[src/rtl/mips_regfile.sv]
// MIPS 32x32 register file: two combinational read ports, one write port, r0 hardwired to zero.
// Latency: reads are zero-cycle (address to data); writes land on the rising clk edge.
// Backpressure: none, every write is accepted. Define REGFILE_BYPASS_EN to forward write_data to same-cycle reads.
module mips_regfile #(
  parameter int WIDTH = 32,
  parameter int DEPTH = 32
) (
  input  logic             clk,
  input  logic             reset,
  input  logic             reg_write,
  input  logic [4:0]       write_reg,
  input  logic [WIDTH-1:0] write_data,
  input  logic [4:0]       read_reg1,
  input  logic [4:0]       read_reg2,
  output logic [WIDTH-1:0] read_data1,
  output logic [WIDTH-1:0] read_data2
);

  logic [WIDTH-1:0] regs [DEPTH];

  // A write is only live out of reset, with enable set, to a nonzero address.
  // Gating on the enable first keeps X/Z addresses from reaching the array when idle.
  logic wr_live;
  assign wr_live = reg_write && (write_reg != 5'd0) && !reset;

  // Storage: async clear of every entry; r0 is never written so it stays zero.
  always_ff @(posedge clk or posedge reset) begin
    if (reset) begin
      for (int i = 0; i < DEPTH; i++) begin
        regs[i] <= '0;
      end
    end else if (wr_live) begin
      regs[write_reg] <= write_data;
    end
  end

  // Read port 1: zero under reset and for r0, otherwise stored (or forwarded) value.
  always_comb begin
    read_data1 = '0;
    if (!reset && (read_reg1 != 5'd0)) begin
`ifdef REGFILE_BYPASS_EN
      if (wr_live && (read_reg1 == write_reg)) begin
        read_data1 = write_data;
      end else begin
        read_data1 = regs[read_reg1];
      end
`else
      read_data1 = regs[read_reg1];
`endif
    end
  end

  // Read port 2: same decode as port 1, evaluated independently.
  always_comb begin
    read_data2 = '0;
    if (!reset && (read_reg2 != 5'd0)) begin
`ifdef REGFILE_BYPASS_EN
      if (wr_live && (read_reg2 == write_reg)) begin
        read_data2 = write_data;
      end else begin
        read_data2 = regs[read_reg2];
      end
`else
      read_data2 = regs[read_reg2];
`endif
    end
  end

endmodule

[config.mk]
export PLATFORM = sky130hd
export DESIGN_NAME = mips_regfile
export DESIGN_NICKNAME = d
export VERILOG_FILES = /design/src/rtl/mips_regfile.sv
export SDC_FILE = /design/constraint.sdc
export NUM_CORES = 2
export LEC_CHECK = 0
export CAP_MARGIN = 25
export CORE_ASPECT_RATIO = 0.6
export CORE_MARGIN = 2
export CORE_UTILIZATION = 60
export DETAILED_ROUTE_END_ITERATION = 16
export PLACE_DENSITY_LB_ADDON = 0.12
export SLEW_MARGIN = 20
export SYNTH_ARGS = -nofsm -noshare
export SYNTH_HDL_FRONTEND = slang
export SYNTH_SLANG_ARGS = --single-unit
[constraint.sdc]
create_clock -name clk -period 41.6 [get_ports clk]
set_clock_uncertainty 0.2 [all_clocks]
set_input_delay 8.32 -clock clk [delete_from_list [all_inputs] [get_ports clk]]
set_output_delay 8.32 -clock clk [all_outputs]
set_load 0.01 [all_outputs]
==> summary.txt <==
Final layout
  • Filler cells: between 6000 and 7000
  • Area added between synthesis and finish: 9.95%
  • Number of flip-flops in the largest register: about 1000
  • Largest regs: regs x1024
  • Layout cell share with drive strength beyond 1: a little under two fifths
  • Final Util: 66.8%
  • Most frequent cells in the layout: dfrtp_1, mux2_2, mux2i_1
  • Nets@finish: approximately 4000
  • Largest reg by FF count: regs
  • Commonest non-fill, non-tap cell in the layout: dfrtp_1

Logic synthesis
  • Register area share after synthesis: between 40% and 50%
  • Area contributors post-synth: dfrtp_1, mux2_2, mux2i_1
  • Synth Warn #: 0
  • Main flop type after synthesis: dfrtp_1
  • Largest area contributor in the netlist: dfrtp_1
  • Number of distinct library cells after synthesis: 33
  • Syn_nets: between 4000 and 5000
  • Post-synthesis register bit count: 1024
  • Asr flop ratio synth: 100%
  • Yosys top cell area share: a little under half
  • Post-Syn Instances: between 4000 and 5000
  • EDFF count, synth: 0
  • Netlist Area Pre-Place: between 50000 and 60000 sq um
  • Syn Area/Cell: 13.4 sq um

GRT
  • GRT Total Usage: approximately 39%
  • Met3 usage: 11.9%
  • Met1 Resource Use GR: ~57%
  • First-pass GRT wire length: between 200000 and 300000 um
  • GR Overflow Total: 0
  • M2 GR Usage: ~55%
  • Initial antenna violation count: 9
  • Vias in the first global route: around 37000
  • Largest net degree at the start of global routing: 175
  • GRT busiest layer: met1

Clock tree
  • Setup bufs post-CTS: 0
  • Total CTS buffers: 97
  • Hold Buf Count CTS: 0
  • Clock buffer depth: 3
  • H-Tree Depth: 3
  • CTS root buf: clkbuf_16
  • CTS Sinks: between 1000 and 1500
  • Clk_lat worst skew: about 0.7 ns
  • CTS clock-pin slew for the worst setup and hold paths: ~0.060 ns
  • CTS tree: yes
  • Post-CTS sizing: 0

Critical path
  • Worst-path fanout max: 130
  • Crit path capture type: output pin
  • Required time worst endpoint: about 33 ns
  • CP Class: in -> out
  • Critical path arrival: 12.65 ns
  • Type of origin of the critical path: input pin
  • R2R Setup Slk: around 41 ns

Drt
  • Via count: about 38000
  • Final ANT Viol Nets: 0
  • Routed vias/inst: just over 7
  • Routed len/inst: between 30 and 40 um
  • # DRC: 0
  • Final wirelength: ~180000 um
  • TritonRoute pass-1 iters: 8
  • Initial DRC Count: approximately 4800

Timing
  • Fin. max-slew vios: 0
  • Final period utilization: about half
  • Setup violations, final: 0
  • Maximum clock frequency: between 0.04 and 0.05 GHz
  • RSZ-0062 raised after global routing: no
  • Setup TNS: 0 ns
  • Worst-Margin Slew: approximately 1.2 ns
  • Hold slack: 0.199 ns
  • Final hold violations: 0
  • Crit path time final: about 21 ns
  • Headroom to the max-slew limit: 21.1%

Pwr
  • Pwr dens: 44.0 nW/um^2
  • Maximum vdd drop: between 0.03 and 0.04 mV
  • Pwr Total: around 2.6 mW
  • Pleak: ~28 nW

Status
  • Status: complete, no violations

Floorplanning
  • I/O Pins: approximately 110
  • CORE AREA: approximately 90000 sq um
  • Die ar.: roughly 93000 sq um
  • Initial Util: slightly above 60%
  • Die width: 393 um
  • Row Count: 85
  • Die Ht: approximately 240 um

Worst hold path
  • Hold Path Class: reg -> reg

Place
  • I/O Buffers: between 100 and 150
  • Dpl hpwl: around 110000 um
  • Routability cong.: approximately 0.86

Job
  • Number of max-cap violations: 0
## synthesized netlist by cell type (all sizes together), types with 23 or more instances
library cell and instances:
mux2 992, a22oi 280, nand2 101, clkbuf 223, dfrtp 1024, mux2i 592, nand4 65, and3 23
buf 223, nor2 30, nand3 148, mux4 216, a21oi 105
## layout make-up
class | instances | area [sq um] | area share (%)
diodes | 5 | 12.5 | 0.0208
clock buffers | 137 | 2790 | 4.64
clock inverters | 46 | 713 | 1.19
inverters | 4 | 27.5 | 0.0459
multi-input cells | 2611 | 27100 | 45.2
flip-flops and latches | 1024 | 25600 | 42.7
well taps | 1218 | 1520 | 2.54
repair buffers | 226 | 2190 | 3.65
## worst max-delay path, cell delays in order
cell	delay, ns
buf_8	0.56
buf_12	0.74
nor2b_4	0.87
buf_4	0.44
a22oi_1	0.17
nand3_1	0.13
nand4_1	0.50
clkdlybuf4s50_1	0.69
## final timing paths
path | startpoint | end | depth (start not counted)
max | read_reg2[1] | read_data2[11] | 8
min | regs[1022]$_DFFE_PP0P_ | regs[1022]$_DFFE_PP0P_ | 0
max reg2reg | regs[605]$_DFFE_PP0P_ | regs[605]$_DFFE_PP0P_ | 1
min reg2reg | regs[1022]$_DFFE_PP0P_ | regs[1022]$_DFFE_PP0P_ | 0
max in group asynchronous | reset | regs[842]$_DFFE_PP0P_ | 6
min in group asynchronous | reset | regs[705]$_DFFE_PP0P_ | 3
## logic make-up (layout without fill, tap and decap cells)
logic type / count (synthesis) / in the layout / share of synthesized area (%)
DFF: 1024 / 1024 / 46.9
other: 0 / 5 / 0
muxes: 1800 / 1800 / 40.2
AOI/OAI and AO/OA: 406 / 406 / 5.15
and+or+nand+nor: 405 / 405 / 3.82
buffers and inverters: 450 / 413 / 3.85
## report_power, final
group | internal (mW) | leakage, nW | total [mW] | switching (mW)
combinational | 0.221 | 12.5 | 0.424 | 0.203
clock | 0.575 | 1.71 | 0.992 | 0.417
sequential | 1.12 | 13.6 | 1.23 | 0.103
total | 1.92 | 27.8 | 2.64 | 0.723
## per-stage QoR
stage,worst slack (ns),cell area (sq um),instances
floorplan,3.96,54600,4085
global route,20.39,60000,5268
detailed placement,20.63,56300,5070
global placement,20.66,56200,5060
CTS,20.64,59800,5253
finish,20.43,60000,5271
## per-layer routing
layer  vias to the layer above  part of all wire, %
met2                      2330                   42
met4                         2                  4.3
li1                      15200                    -
met3                       475                   12
met1                     20000                   42
met5                         -               0.0087
No activity file was read; power rests on OpenSTA's default activity.
